### config.mk
export PLATFORM = sky130hd
export DESIGN_NAME = freq_meter
export DESIGN_NICKNAME = d
export VERILOG_FILES = /design/src/rtl/freq_meter.sv
export SDC_FILE = /design/constraint.sdc
export NUM_CORES = 1
export LEC_CHECK = 0
export ABC_AREA = 1
export BUFFER_PORTS_ARGS = -buffer_cell sky130_fd_sc_hd__buf_2
export CORE_AREA = 2 2 117 96
export CTS_CLUSTER_DIAMETER = 50
export DETAILED_ROUTE_END_ITERATION = 7
export DIE_AREA = 0 0 119 98
export MAX_ROUTING_LAYER = met4
export PLACE_DENSITY_LB_ADDON = 0.12
export SYNTH_ARGS = -nofsm -noshare
export SYNTH_HDL_FRONTEND = slang
export SYNTH_SLANG_ARGS = --single-unit
### constraint.sdc
create_clock -name ClkIn -period 3.9 [get_ports ClkIn]
set_clock_uncertainty 0.05 [all_clocks]
set_input_delay 0.585 -clock ClkIn [delete_from_list [all_inputs] [get_ports ClkIn]]
set_output_delay 0.585 -clock ClkIn [all_outputs]
set_load 0.02 [all_outputs]
### src/rtl/freq_meter.sv
// rtl/freq_meter.sv - gated rising-edge frequency meter in the ClkIn domain
// Optional macro PERIOD_MEAS_EN adds a Period output (ClkIn cycles between edges).
module freq_meter #(
    parameter int GATE_CYCLES = 50000000,
    parameter int CNT_W       = 32
) (
    input  logic             ClkIn,
    input  logic             rst,
    input  logic             En,
    input  logic             SigIn,
    output logic [CNT_W-1:0] Freq,
    output logic             Done,
    output logic             Ovf,
    output logic             Busy
`ifdef PERIOD_MEAS_EN
    ,
    output logic [CNT_W-1:0] Period
`endif
);

    localparam int GW = $clog2(GATE_CYCLES);
    localparam logic [GW-1:0]    GATE_LAST = GW'(GATE_CYCLES - 1);
    localparam logic [CNT_W-1:0] CNT_MAX   = '1;

    typedef enum logic {
        IDLE,
        COUNT
    } state_t;

    state_t state, state_nxt;

    logic             sync1, sync2, hist;
    logic             sig_edge;
    logic [GW-1:0]    gate_cnt;
    logic [CNT_W-1:0] edge_cnt;
    logic             ovf_acc;
    logic             win_end;
    logic             edge_at_max;
    logic [CNT_W-1:0] edge_sum;

    always_ff @(posedge ClkIn or negedge rst) begin
        if (!rst) begin
            sync1 <= 1'b0;
            sync2 <= 1'b0;
            hist  <= 1'b0;
        end else begin
            sync1 <= SigIn;
            sync2 <= sync1;
            hist  <= sync2;
        end
    end

    assign sig_edge    = sync2 & ~hist;
    assign edge_at_max = sig_edge && (edge_cnt == CNT_MAX);
    // Saturating add: an edge at the limit leaves the count pinned.
    assign edge_sum    = edge_at_max ? edge_cnt : edge_cnt + CNT_W'(sig_edge);

    always_ff @(posedge ClkIn or negedge rst) begin
        if (!rst) begin
            state <= IDLE;
        end else begin
            state <= state_nxt;
        end
    end

    always_comb begin
        state_nxt = state;
        win_end   = 1'b0;
        case (state)
            IDLE: begin
                if (En) begin
                    state_nxt = COUNT;
                end
            end
            COUNT: begin
                if (gate_cnt == GATE_LAST) begin
                    win_end = 1'b1;
                    if (!En) begin
                        state_nxt = IDLE;
                    end
                end
            end
            default: state_nxt = IDLE;
        endcase
    end

    assign Busy = (state == COUNT);

    always_ff @(posedge ClkIn or negedge rst) begin
        if (!rst) begin
            gate_cnt <= '0;
            edge_cnt <= '0;
            ovf_acc  <= 1'b0;
            Freq     <= '0;
            Ovf      <= 1'b0;
            Done     <= 1'b0;
        end else begin
            Done <= 1'b0;
            if (state == COUNT) begin
                if (win_end) begin
                    // The edge seen in the last gate cycle still belongs to this window.
                    gate_cnt <= '0;
                    edge_cnt <= '0;
                    ovf_acc  <= 1'b0;
                    Freq     <= edge_sum;
                    Ovf      <= ovf_acc | edge_at_max;
                    Done     <= 1'b1;
                end else begin
                    gate_cnt <= gate_cnt + GW'(1);
                    edge_cnt <= edge_sum;
                    if (edge_at_max) begin
                        ovf_acc <= 1'b1;
                    end
                end
            end else begin
                gate_cnt <= '0;
                edge_cnt <= '0;
                ovf_acc  <= 1'b0;
            end
        end
    end

`ifdef PERIOD_MEAS_EN
    logic [CNT_W-1:0] per_cnt;
    logic             per_seen;

    always_ff @(posedge ClkIn or negedge rst) begin
        if (!rst) begin
            per_cnt  <= '0;
            per_seen <= 1'b0;
            Period   <= '0;
        end else if (state == COUNT) begin
            if (sig_edge) begin
                // The first edge after IDLE only starts the interval.
                per_cnt  <= '0;
                per_seen <= 1'b1;
                if (per_seen) begin
                    Period <= (per_cnt == CNT_MAX) ? CNT_MAX : per_cnt + CNT_W'(1);
                end
            end else if (per_cnt != CNT_MAX) begin
                per_cnt <= per_cnt + CNT_W'(1);
            end
        end else begin
            per_cnt  <= '0;
            per_seen <= 1'b0;
        end
    end
`endif

endmodule
# Word-level counts from Yosys, hierarchy flattened
# Cells that the tools add are included.
[op_classes] n_eq_ne=3 bitwise=4 addsub=2 n_reduce_logical=2 mux=15
[op_table] cell="$mux 32" n=3
[op_table] cell="$mux 26" n=2
[op_table] cell="$add 32x1->32" n=1
[op_table] cell="$eq 32x32->1 const B" n=1
[op_table] cell="$add 26x1->26 const B" n=1
[op_table] cell="$eq 26x26->1 const B" n=1
[op_table] cell="$mux 1" n=9
[op_table] cell="$ne 3x1->1 const B" n=1
[op_table] cell="$not 1->1" n=2
[op_table] cell="$pmux 1 s2" n=1
[op_table] cell="$reduce_and 2->1" n=1
[op_table] cell="$and 1x1->1" n=1
[op_table] cell="$logic_and 1x1->1" n=1
[op_table] cell="$or 1x1->1" n=1
[word_totals] ff_bits=97 inputBits=4 wordCells=36 out_inout_bits=35

# Depth between registers and ports, before layout
[depth] ltp_word=6 depth_mapped=12 depth_no_buf=12

# Worst setup path before layout
# No wires, ideal clock.
[synth_timing] kind="reg-to-reg" start="register hist" end="register Freq[31]" period_less_slack_ns=1.781 path_slack_ns=2.119 n_path_buf=0 setup_ns=0.117 required_ns=3.733 t_arrival_ns=1.614 stages_incl_launch_ff=12 path_cell_list="dfrtp_1 > nor2_1 > ha_1 > inv_1 > nor2_1 > nand2_1 > nor2_1 > nand2_1 > nand2_1 > nand3_1 > nand2_1 > nand2_1"
[synth_between] elab_chain_cells=4 elab_cells_between_ends=5 cone_classes="add/sub (1); mux (1); bitwise (2); reduce/logical (1)"
[synth_rtl] element="from (decl)" line_no="32" source="logic sync1, sync2, hist;"
[synth_rtl] element="from (signal assigned)" line_no="49" source="hist <= sync2;"
[synth_rtl] element="$not 1->1 *" line_no="53" source="assign sig_edge = sync2 & ~hist;"
[synth_rtl] element="$and 1x1->1 *" line_no="53"
[synth_rtl] element="$add 32x1->32 / $logic_and 1x1->1 (equally long branches)" line_no="56, 54"
[synth_rtl] element="$mux 32 *" line_no="56" source="assign edge_sum = edge_at_max ? edge_cnt : edge_cnt + CNT_W'(sig_edge);"
[synth_rtl] element="to (signal assigned)" line_no="105" source="Freq <= edge_sum;"
[synth_rtl] element="to (decl)" line_no="11" source="output logic [CNT_W-1:0] Freq,"
# Mark *: on every way between the ends. The rest lies on a longest branch, timed or not.
# A chain may end at the register's enable or synchronous reset.

# Worst setup path after layout
[layout_timing] start="register sync2" end="register Freq[31]"
[layout_between] elab_chain_cells=3 elab_cells_between_ends=4 cone_classes="add/sub (1); mux (1); bitwise (1); reduce/logical (1)"
[layout_rtl] element="from (decl)" line_no="32"
[layout_rtl] element="from (signal assigned)" line_no="48" source="sync2 <= sync1;"
[layout_rtl] element="$and 1x1->1 *" line_no="53"
[layout_rtl] element="$add 32x1->32 / $logic_and 1x1->1 (equally long branches)" line_no="56, 54"
[layout_rtl] element="$mux 32 *" line_no="56"
# Marks and branches as above.

==> impl_metrics.json <==
{
  "cts_sinks": 97,
  "period_share": 0.664,
  "path_cells": "inv_1 -> nor2_1 -> ha_1 -> inv_1 -> nor2_1 -> nand2_1 -> nor2_1 -> nand2_1 -> nand2_1 -> nand3_1 -> nand2_1 -> nand2_1",
  "r2r_setup_slack_ps": 1310,
  "grt_pass1_wl_um": 21800,
  "cpMostUsedCell": "nand2_1",
  "synth.area.top_cells": "dfrtp_1, nand2_1, nor2_1",
  "cp_num_buf_inv": 2,
  "crit_start": "sync2$_DFF_PN0_",
  "setup-violations-final": 0,
  "wl_um": 12800,
  "clk_pin_slew_ps": 70,
  "synth.distinct_cells": 29,
  "cp_top_family": "simple AND/OR/NAND/NOR gates",
  "r2r-start": "sync2$_DFF_PN0_",
  "yosysTopAreaCell": "dfrtp_1",
  "grt.total_usage": 0.245,
  "ys_async_sr_fraction": 1.00,
  "ys_ff_latch": 97,
  "grt_max_degree": 64,
  "grt_pass1_vias": 4255,
  "finish.instance_area_mm2": 0.00577,
  "worst-setup-path-type": "flop to flop",
  "leakage_nw": 2.97,
  "synthCells": 722,
  "htreeDepth": 3,
  "period_minus_slack_ps": 2590,
  "drc": 0,
  "initial_core_util": 0.485,
  "synth_flop_cell": "dfrtp_1",
  "clk_path_buf_depth": 2,
  "n_antenna_cell": 0,
  "routedWlPerCell_um": 14.1,
  "crit_fanout": 6,
  "postCtsHoldBufs": 0,
  "dpl.hpwl_um": 9300,
  "drtIter0Drc": 356,
  "synth.avg_cell_area_um2": 7.12,
  "synth_fp_nets": 729,
  "area_delta_synth_final_pct": 12.2,
  "core_mm2": 0.0106,
  "r2r_cells": 12,
  "synth_enable_flop_cells": 0,
  "drt_pass1_iterations": 5,
  "cp-end-kind": "flop",
  "yosysMostFrequentCell": "nand2_1",
  "die_h_um": 98,
  "synth_area_mm2": 0.00514,
  "die_area_mm2": 0.0117,
  "worstPathArrival_ps": 2770,
  "ys_seq_area_frac": 0.472,
  "ys_top_cells_by_count": "nand2_1, nor2_1, dfrtp_1",
  "grt-ovfl-total": 0,
  "relSlewSlack": 0.347,
  "max_stage_delay_ps": 370,
  "tns_ps": 0,
  "rr_endpoint": "Freq[31]$_DFFE_PN0P_",
  "via_count": 4496,
  "hold_class": "input pin to asynchronous set/reset pin",
  "pwr_density_cell_mw_per_mm2": 408,
  "slew_violations": 0,
  "fillCellCount": 1076,
  "cts_buffers": 9,
  "rsz0062_at_grt": "false",
  "drt-vias-per-instance": 4.95,
  "worstPathRequired_ps": 4080,
  "endpoint": "Freq[31]$_DFFE_PN0P_",
  "antenna_found_initial": 0,
  "cts_setup_buffers": 0,
  "final_hold_viol_count": 0,
  "die_w_um": 119,
  "clock.fmax_ghz": 0.386,
  "cts_tree": "yes",
  "outcome": "finished, final reports clean",
  "portBuffers": 38,
  "cts_resized": 0,
  "critPathSlowestCell": "ha_1",
  "ioPinCount": 39,
  "yosysTopAreaCellShare": 0.472,
  "drive_gt1_frac": 0.103,
  "yosysWarnings": 0,
  "setup.worst_path.start_class": "flop",
  "rows": 34,
  "place_area_mm2": 0.00544,
  "worst_pin_slew_ps": 979,
  "crit_cells": 12,
  "whs_ps": 259,
  "drtAntennaViolNets": 0,
  "clock-root-buffer": "clkbuf_16",
  "finalNetCount": 766,
  "gp_congestion": 0.974,
  "insertion_delay_ps": 340,
  "maxCapViolations": 0,
  "vdd_drop_max_mv": 0.271
}
[cell families after synthesis]
kind of cell               count (synthesis)  share of synthesized area
xor gates and xnor gates                  15                     0.0255
adders and majority gates                  3                    0.00730
AOI/OAI and AO/OA                         26                     0.0255
buffers and inverters                     99                     0.0822
DFF                                       97                      0.472
and+or+nand+nor                          482                      0.387
[final cells by class]
class / count / area (µm²) / share of cell area
inverters: 83 / 313 / 0.0542
well taps: 144 / 180 / 0.0312
clock buffers: 12 / 256 / 0.0445
repair buffers: 42 / 223 / 0.0386
multi-input cells: 526 / 2290 / 0.398
flip-flops and latches: 97 / 2430 / 0.421
clock inverters: 4 / 75.1 / 0.0130
[state kept, by name (all words and copies together), names as in the netlist]
register	cells
Busy	1
edge_cnt	32
Done	1
Freq	32
sync1	1
hist	1
sync2	1
ovf_acc	1
Ovf	1
gate_cnt	26
[worst min-delay path by stage]
stage,cells after the start,slack (ps),from,end
2_1_floorplan,0,240,rst,Busy$_DFF_PN0_
5_1_grt,1,300,SigIn,sync1$_DFF_PN0_
3_3_place_gp,0,290,sync1$_DFF_PN0_,sync2$_DFF_PN0_
6_report,1,260,rst,gate_cnt[0]$_DFF_PN0_
3_5_place_dp,0,290,sync1$_DFF_PN0_,sync2$_DFF_PN0_
4_1_cts,1,290,SigIn,sync1$_DFF_PN0_
[layer usage]
metal | vias to the layer above | track usage | part of all wire
li1 | 2265 | - | -
met1 | 2105 | 0.380 | 0.53
met2 | 117 | 0.335 | 0.40
met3 | 9 | 0.0350 | 0.054
met4 | 0 | 0.0595 | 0.0083
met5 | - | - | 0
[placed cells by master, fill, tap and decap left out, types with 2 or more instances in the layout]
cell type / instances
o21ai_1: 2
a21oi_1: 16
ha_1: 3
inv_1: 79
nor3_1: 8
nand4_1: 4
clkinvlp_4: 2
nor2_1: 108
clkbuf_8: 2
and2_1: 4
buf_4: 5
o21ai_0: 7
nor3b_1: 2
clkbuf_16: 9
nand3_2: 7
nor2_2: 7
xor2_1: 8
xnor2_1: 7
buf_2: 37
inv_2: 3
nand3_1: 44
dfrtp_1: 97
bufinv_16: 2
nand2_1: 292
[power by group]
group	switching [mW]	internal, mW	total [mW]	leakage (nW)
registers	0.0693	1.07	1.14	1.32
clock network	0.380	0.597	0.977	0.155
logic	0.142	0.0907	0.232	1.49
[through the flow]
stage               power [mW]  worst slack (ps)  cells  utilization
floorplan                 1.32              2120    722            -
global placement          1.39              1390    892        0.513
detailed placement        1.39              1340    892        0.513
CTS                       2.38              1340    908        0.545
global route              2.46              1140    908        0.545
finish                    2.35              1310    908        0.545
(Power assumes the default switching activity.)
